<file path="src/rtl/branch_redirect_unit_pkg.sv">
// Shared opcodes, FSM encoding and reset PC
// for the branch redirect unit.
package branch_redirect_unit_pkg;

  localparam logic [5:0] OP_SPECIAL = 6'b000000;
  localparam logic [5:0] OP_BEQ     = 6'b000100;
  localparam logic [5:0] OP_BNE     = 6'b000101;
  localparam logic [5:0] OP_J       = 6'b000010;
  localparam logic [5:0] OP_JAL     = 6'b000011;
  localparam logic [5:0] FN_JR      = 6'b001000;

  localparam logic [31:0] RESET_PC = 32'h0000_3000;

  typedef enum logic {
    ST_IDLE = 1'b0,
    ST_SLOT = 1'b1
  } state_e;

endpackage

</file>
<file path="src/rtl/branch_target_calc.sv">
// Decodes beq/bne/j/jal/jr and computes
// whether the transfer is taken and where to.
module branch_target_calc
  import branch_redirect_unit_pkg::*;
(
  input  logic [31:0] instruct,
  input  logic [31:0] PCAddr,
  input  logic [31:0] rs_data,
  input  logic [31:0] rt_data,
  output logic        is_xfer,
  output logic        taken,
  output logic [31:0] target
);

  logic [5:0]  w_op;
  logic [5:0]  w_fn;
  logic [31:0] w_pc4;
  logic [31:0] w_boff;
  logic        w_beq;
  logic        w_bne;
  logic        w_jmp;
  logic        w_jr;

  assign w_op   = instruct[31:26];
  assign w_fn   = instruct[5:0];
  assign w_pc4  = PCAddr + 32'd4;
  assign w_boff = {{14{instruct[15]}},
                   instruct[15:0], 2'b00};

  assign w_beq = (w_op == OP_BEQ);
  assign w_bne = (w_op == OP_BNE);
  assign w_jmp = (w_op == OP_J) ||
                 (w_op == OP_JAL);
  assign w_jr  = (w_op == OP_SPECIAL) &&
                 (w_fn == FN_JR);

  assign is_xfer = w_beq | w_bne |
                   w_jmp | w_jr;

  always_comb begin
    taken  = 1'b0;
    target = '0;
    unique case (1'b1)
      w_beq: begin
        taken  = (rs_data == rt_data);
        target = w_pc4 + w_boff;
      end
      w_bne: begin
        taken  = (rs_data != rt_data);
        target = w_pc4 + w_boff;
      end
      w_jmp: begin
        taken  = 1'b1;
        target = {w_pc4[31:28],
                  instruct[25:0], 2'b00};
      end
      w_jr: begin
        taken  = 1'b1;
        target = rs_data;
      end
      default: ;
    endcase
  end

endmodule

</file>
<file path="src/rtl/branch_redirect_unit.sv">
// Next-PC control for fetch with an optional
// MIPS delay slot and a saturating redirect count.
module branch_redirect_unit
  import branch_redirect_unit_pkg::*;
#(
  parameter int DELAY_SLOT = 1,
  parameter int CNT_W      = 32
) (
  input  logic             clk,
  input  logic             reset,
  input  logic [31:0]      instruct,
  input  logic [31:0]      PCAddr,
  output logic [4:0]       RsAddr,
  output logic [4:0]       RtAddr,
  input  logic [31:0]      rs_data,
  input  logic [31:0]      rt_data,
  output logic             jump_flag,
  output logic [31:0]      JumpOffset,
  output logic             LinkWrite,
  output logic [31:0]      LinkAddr,
  output logic [CNT_W-1:0] RedirectCount
);

  state_e           r_state;
  state_e           w_state_nxt;
  logic [31:0]      r_pend_tgt;
  logic [CNT_W-1:0] r_cnt;

  logic        w_is_xfer;
  logic        w_taken;
  logic [31:0] w_target;
  logic        w_fire;
  logic        w_capture;
  logic        w_jf;
  logic [31:0] w_off;

  branch_target_calc u_calc (
    .instruct (instruct),
    .PCAddr   (PCAddr),
    .rs_data  (rs_data),
    .rt_data  (rt_data),
    .is_xfer  (w_is_xfer),
    .taken    (w_taken),
    .target   (w_target)
  );

  assign w_fire = w_is_xfer & w_taken;

  always_ff @(posedge clk) begin
    if (reset) begin
      r_state    <= ST_IDLE;
      r_pend_tgt <= '0;
      r_cnt      <= '0;
    end else begin
      r_state <= w_state_nxt;
      if (w_capture)
        r_pend_tgt <= w_target;
      if (jump_flag && (r_cnt != '1))
        r_cnt <= r_cnt + CNT_W'(1);
    end
  end

  // Transfers decoded in SLOT are the delay
  // slot itself and are deliberately dropped.
  always_comb begin
    w_state_nxt = r_state;
    w_capture   = 1'b0;
    w_jf        = 1'b0;
    w_off       = '0;
    if (DELAY_SLOT != 0) begin
      unique case (r_state)
        ST_IDLE: begin
          if (w_fire) begin
            w_state_nxt = ST_SLOT;
            w_capture   = 1'b1;
          end
        end
        ST_SLOT: begin
          w_state_nxt = ST_IDLE;
          w_jf        = 1'b1;
          w_off       = r_pend_tgt;
        end
        default: w_state_nxt = ST_IDLE;
      endcase
    end else begin
      w_state_nxt = ST_IDLE;
      w_jf        = w_fire;
      w_off       = w_target;
    end
  end

  assign jump_flag  = w_jf & ~reset;
  assign JumpOffset = jump_flag ? w_off : '0;

  assign RsAddr    = instruct[25:21];
  assign RtAddr    = instruct[20:16];
  assign LinkWrite = (instruct[31:26] == OP_JAL);
  assign LinkAddr  = PCAddr + 32'd8;

  assign RedirectCount = r_cnt;

endmodule

</file>
<file path="config.mk">
export PLATFORM = sky130hd
export DESIGN_NAME = branch_redirect_unit
export DESIGN_NICKNAME = d
export VERILOG_FILES = /design/src/rtl/branch_redirect_unit_pkg.sv /design/src/rtl/branch_target_calc.sv /design/src/rtl/branch_redirect_unit.sv
export SDC_FILE = /design/constraint.sdc
export NUM_CORES = 1
export LEC_CHECK = 0
export CELL_PAD_IN_SITES_DETAIL_PLACEMENT = 1
export CELL_PAD_IN_SITES_GLOBAL_PLACEMENT = 1
export CORE_ASPECT_RATIO = 1.2
export CORE_MARGIN = 5
export CORE_UTILIZATION = 29
export DETAILED_ROUTE_END_ITERATION = 7
export MAX_ROUTING_LAYER = met4
export PLACE_DENSITY = 0.81
export SYNTH_ARGS = -nofsm -noshare
export SYNTH_HDL_FRONTEND = slang
export SYNTH_SLANG_ARGS = --single-unit
</file>
<file path="constraint.sdc">
create_clock -name clk -period 4.6 [get_ports clk]
set_input_delay 1.38 -clock clk [delete_from_list [all_inputs] [get_ports clk]]
set_output_delay 1.38 -clock clk [all_outputs]
set_load 0.03 [all_outputs]
</file>
==> impl_metrics.yaml, run 1 <==
detailed_routing:
  vias_per_cell: 5.292
  drc: 0
  routed_wl_um: 31920
  drtIter0Drc: 361
  dr.pass1.iters: 5
  ant_nets: 0
  vias: 8134
  routedWlPerCell_um: 20.77
timing:
  max-slew-margin-rel_pct: 49.67
  fin_crit_sh_pct: 99.00
  tightestPinTransition_ns: 0.7549
  fmax_ghz: 0.2196
  final.setup.tns_ns: 0
  period_minus_slack_ns: 4.554
  maxSlewViolCount: 0
  skew_ns: 0.01187
  hold_viol_final: 0
  setup_viol: 0
  final.setup.worst_slack_ns: 0.04611
grt:
  grt_pass1_vias: 8653
  grt_pass1_wl_um: 47730
  grt.overflow.total: 0
  antenna_found_initial: 0
  grt_start_max_net_pins: 67
  grtUsageTotal_pct: 24.12
synth:
  synth_area_um2: 6528
  async_flop_share_pct: 0
  post-synth-top-count-cell: "nor2_1"
  synthTopCellsByCount: "97 x nor2_1, 85 x xnor2_1, 71 x nand2_1, 65 x dfxtp_1, 52 x xor2_1"
  post-synth-top-area-cell: "dfxtp_1"
  synth_cell_types: 64
  synth-edff-count: 0
  yosys_most_used_dff: "dfxtp_1"
  seq_area_frac_synth_pct: 19.93
  synth_area_leaders: "dfxtp_1 20%, xnor2_1 11%, ha_1 7.3%, xor2_1 7.0%, nor2_1 5.6%"
  yosysWarnings: 0
  synthesis.nets: 1045
  synth.avg_cell_area_um2: 7.451
  synth_top_area_share_pct: 19.93
  ys_ff_latch: 65
  syn_inst: 876
pwr:
  power.density_nw_per_um2: 189.6
  power_mw: 2.105
  p_leak_nw: 4.445
  ir_drop_uv: 163.4
cells_and_area:
  fillers: 2688
  nNetsFinal: 1422
  n_antenna_cell: 0
  drive_gt1_share_pct: 26.31
  final_area_um2: 11100
  area_delta_synth_final_pct: 70.08
critical_path:
  cp_data_arrival_time_ns: 3.17
  cp-end-kind: "primary output"
  worstSetupPathType: "in -> out"
  regToRegSetupSlack_ns: 1.63
  start_kind: "primary input"
  worst-path-max-fanout: 4
  required_ns: 3.22
clock_tree:
  cts_hold_buffers: 0
  path_clk_slew_ns: 0.06
  cts-root-buf: "clkbuf_16"
  htreeDepth: 3
  cts.sinks: 65
  clk_path_buf_depth: 2
  clock_latency_ns: 0.34
  cts_tree: "done"
  cts_buffers: 9
place:
  dp_hpwl_um: 26040
  dp_worst_setup_slack_ns: -0.7158
  placed_cell_area_um2: 10490
  place.gp.congestion: 0.9350
  io_buffers: 237
worst_hold_path:
  hp-class: "reg -> reg"
floorplanning:
  start_util_pct: 29.28
  die_h_um: 174.3
  num_rows: 60
  io-pin-count: 238
  die_area_um2: 25620
  core_um2: 22300
  fp.dieW_um: 147.0
outcome:
  status: "complete, no violations"
run:
  cap_violations: 0
==> sequential cells by signal (all words and copies together), names as in the netlist <==
name,flops
RedirectCount,32
r_state,1
r_pend_tgt,32
==> layout by cell type, fill, tap and decap left out, types with 8 or more instances in the layout <==
cell,count
buf_4,211
clkdlybuf4s50_1,164
nor2_1,84
xnor2_1,83
nand2_1,71
dfxtp_1,65
xor2_1,50
and2_1,39
nand4_1,39
inv_1,36
a221oi_1,36
ha_1,35
nand3_1,34
a21oi_1,33
buf_12,24
o21ai_0,21
dlygate4sd2_1,16
nor3_1,12
nor4_1,10
nor2b_1,9
clkbuf_16,9
and3_1,8
a21o_1,8
a22oi_1,8
==> final cells by class <==
class,count,area [um2],share of cell area (%)
clock inverter,7,75.07,0.6762
tap,279,349.1,3.144
multi-input combinational,716,5075,45.71
clock buffer,9,225.2,2.029
sequential,65,1301,11.72
timing repair buffer,425,3941,35.50
inverter,36,135.1,1.217
==> power by group <==
part	switching, mW	leakage, nW	total (mW)	internal (mW)
Clock	0.278	0.151	0.702	0.424
Combinational	0.419	3.77	0.830	0.410
Sequential	0.00349	0.525	0.573	0.570
Total	0.701	4.44	2.11	1.40
==> repair_timing <==
action,4_1_cts,5_1_grt
buffers inserted,7,2
resized for setup,58,49
endpoints found under the setup margin,30,21
pin swaps,16,16
==> per-stage QoR <==
step,hold WS [ns],instances,utilization (%)
6_report,0.4536,1537,49.79
5_1_grt,0.4884,1537,49.79
4_1_cts,0.4531,1535,49.15
3_5_place_dp,0.4457,1512,47.05
3_3_place_gp,0.4390,1512,47.05
2_1_floorplan,0.4317,876,-
==> per-layer routing <==
layer,wire length (um),track usage [%],up-vias
met3,1988,4.850,66
met4,1320,10.33,0
met1,12550,26.49,3930
li1,-,-,3864
met5,0,-,-
met2,16060,42.26,274
==> worst max-delay path, stage by stage <==
cell	delay, ns
clkdlybuf4s50_1	0.54
nand3_4	0.11
or4_4	0.55
nor2_2	0.15
buf_4	0.13
xor2_1	0.14
buf_4	0.18
==> final timing paths <==
check	depth (start not counted)	startpoint	end
setup / recovery	7	PCAddr[18]	LinkAddr[29]
hold / removal	2	r_pend_tgt[2]$_SDFFE_PP0P_	r_pend_tgt[2]$_SDFFE_PP0P_
setup reg to reg	9	RedirectCount[3]$_SDFFE_PP0P_	RedirectCount[5]$_SDFFE_PP0P_
hold reg to reg	2	r_pend_tgt[2]$_SDFFE_PP0P_	r_pend_tgt[2]$_SDFFE_PP0P_
==> cell families after synthesis <==
kind of cell | Yosys count | share of synthesized area, %
AND/OR/NAND/NOR | 366 | 28.62
AO/OA/AOI/OAI | 166 | 17.54
XOR/XNOR | 137 | 18.38
buffers and inverters | 95 | 6.670
flip-flops | 65 | 19.93
adder cells (fa/ha/maj) | 39 | 7.591
multiplexers | 8 | 1.265
No activity file was read; power rests on OpenSTA's default activity.
==> run 2, diff against run 1 <==
CAP_MARGIN = 10   (was unset)
CORE_MARGIN = 2   (was 5)
==> run 2 against run 1 <==
Against the previous run:
- via count grew 0.31%
- critical path depth grew 1
- routed wire length shrank 0.87%
- sequential share of layout area is essentially flat
- highest routed layer unchanged
- clock-buffer cell count is the same
- maximum frequency shrank 0.69%
- utilization shrank 0.062 points
- cell count shrank 0.33%
- die area shrank 7.4%
==> impl_metrics.yaml, run 2 (synthesis gave the netlist of run 1 again) <==
critical_path:
  worst-path-max-fanout: 3
  path_cells: "dlygate4sd2_1 > nand3_2 > or2_4 > or4_4 > buf_6 > nor2_4 > xor2_1 > buf_4"
  timing.critical_path.slowest_cell_delay_ns: 0.56
  critical_path.endpoint: "LinkAddr[31]"
  worstRegToRegCells: 9
  crit_buf_inv: 3
  rr_endpoint: "RedirectCount[5]$_SDFFE_PP0P_"
  worstSetupPathType: "in -> out"
  start_kind: "primary input"
  rr_startpoint: "RedirectCount[3]$_SDFFE_PP0P_"
  regToRegSetupSlack_ns: 1.80
  slowest_stage: "or4_4"
  cp_data_arrival_time_ns: 3.21
  crit_start: "PCAddr[13]"
  required_ns: 3.22
  cpLargestDelayFamily: "simple AND/OR/NAND/NOR gates"
  worstSetupPathDepth: 8
  cp-end-kind: "primary output"
floorplanning:
  num_rows: 60
  die_h_um: 168.3
  io-pin-count: 238
  core_um2: 22300
  die_area_um2: 23730
  fp.dieW_um: 141.0
  start_util_pct: 29.28
grt:
  grt_pass1_wl_um: 48500
  grtUsageTotal_pct: 26.73
  grt_pass1_vias: 8795
  grt.overflow.total: 0
  grt_start_max_net_pins: 67
  antenna_found_initial: 3
pwr:
  seqPwrFrac_pct: 27.2
  p_switching_uw: 706.9
  ir_drop_uv: 152.0
  power_mw: 2.105
  p_clk_share_pct: 33.5
  combPwrFrac_pct: 39.2
  power.density_nw_per_um2: 189.9
  internal-power_mw: 1.399
  sw_frac_of_total_pct: 33.57
  p_leak_nw: 4.440
detailed_routing:
  dr.pass1.iters: 5
  drtIter0Drc: 410
  routedWlPerCell_um: 20.65
  ant_nets: 0
  routed_wl_um: 31640
  vias: 8159
  vias_per_cell: 5.326
  drc: 0
clock_tree:
  cts_buffers: 9
  htreeDepth: 3
  path_clk_slew_ns: 0.06
  clk_path_buf_depth: 2
  cts-root-buf: "clkbuf_16"
  clock_latency_ns: 0.33
  cts.sinks: 65
  cts_tree: "done"
timing:
  maxSlewViolCount: 0
  max-slew-margin-rel_pct: 47.24
  period_minus_slack_ns: 4.586
  tightestPinTransition_ns: 0.7914
  hold_viol_final: 0
  setup_viol: 0
  fmax_ghz: 0.2181
  skew_ns: 0.01038
  fin_crit_sh_pct: 99.69
place:
  io_buffers: 237
  dp_hpwl_um: 25260
  placed_cells: 1499
  place.gp.congestion: 0.9448
  placed_cell_area_um2: 10410
cells_and_area:
  stdcell_count: 1532
  final_area_um2: 11090
  fillers: 2688
  most-common-layout-cells: "204 x buf_4, 155 x clkdlybuf4s50_1, 89 x nor2_1"
  mostFrequentLayoutCell: "buf_4"
  nNetsFinal: 1414
  drive_gt1_share_pct: 25.84
  area_delta_synth_final_pct: 69.87
worst_hold_path:
  hp-class: "reg -> reg"
  hold_depth: 2
run:
  cap_violations: 0
outcome:
  status: "complete, no violations"
run 2: cell types whose count changed in the layout (fill, tap and decap cells not counted), sizes merged, moves of 3 or more:
cell           delta
clkdlybuf4s50     -9
dlygate4sd2       -3
clkbuf            -3
clkdlybuf4s15     +6
diode             +3
run 2: metal layers:
metal | GRT usage [%] | vias to the layer above | routed length (um)
li1 | - | 3846 | -
met1 | 29.56 | 3940 | 12480
met2 | 47.21 | 299 | 16120
met3 | 4.152 | 74 | 1595
met4 | 12.17 | 0 | 1441
met5 | - | - | 0
run 2: how the worst min path moves through the flow:
stage / startpoint / end
after detailed placement: r_pend_tgt[17]$_SDFFE_PP0P_ / r_pend_tgt[17]$_SDFFE_PP0P_
after CTS: r_pend_tgt[17]$_SDFFE_PP0P_ / r_pend_tgt[17]$_SDFFE_PP0P_
after floorplan: r_pend_tgt[2]$_SDFFE_PP0P_ / r_pend_tgt[2]$_SDFFE_PP0P_
after global routing: r_pend_tgt[2]$_SDFFE_PP0P_ / r_pend_tgt[2]$_SDFFE_PP0P_
final: r_pend_tgt[27]$_SDFFE_PP0P_ / r_pend_tgt[27]$_SDFFE_PP0P_
after global placement: r_pend_tgt[2]$_SDFFE_PP0P_ / r_pend_tgt[2]$_SDFFE_PP0P_
run 2: power groups by stage:
stage	registers [mW]	logic, mW	clock network, mW
after floorplan	0.585	0.354	0
after global placement	0.585	0.765	0
after detailed placement	0.586	0.786	0
after CTS	0.573	0.798	0.720
after global routing	0.574	0.882	0.751
final	0.573	0.826	0.706
run 2: layout make-up:
cell class	instances	area, um2	share of cell area, %
Multi-Input combinational cell	716	5066	45.69
Timing Repair Buffer	417	3926	35.41
Sequential cell	65	1301	11.74
Tap cell	279	349.1	3.148
Clock buffer	9	225.2	2.031
Inverter	36	135.1	1.219
Clock inverter	7	77.57	0.6996
Antenna cell	3	7.507	0.06771
run 2: worst min-delay path, delay by kind of cell (launching register included):
family | cells | cell delay [ns]
DFF | 1 | 0.31
buffers and inverters | 1 | 0.05
AOI/OAI and AO/OA | 1 | 0.06
run 2: repair_timing:
item / 4_1_cts / 5_1_grt
buffers inserted: 9 / 5
resized for setup: 70 / 32
setup endpoints to repair: 28 / 20
pin swaps: 18 / 13
hold buffers: 0 / 0
gates cloned: 0 / 0
run 2: through the flow:
step	utilization [%]	setup slack, ns	TNS [ns]	hold WS (ns)
finish	49.73	0.01432	0	0.4730
global route	49.73	-0.04886	-0.1293	0.4923
CTS	49.08	0.002248	0	0.4662
detailed placement	46.69	-0.5748	-9.815	0.4574
global placement	46.69	-0.3937	-6.523	0.4376
floorplan	-	0.04970	0	0.4317
==> run 3, diff against run 2 <==
CAP_MARGIN = unset   (was 10)
==> results of run 3 <==
No change in the layout: final DEF, timing and power equal those of run 2.
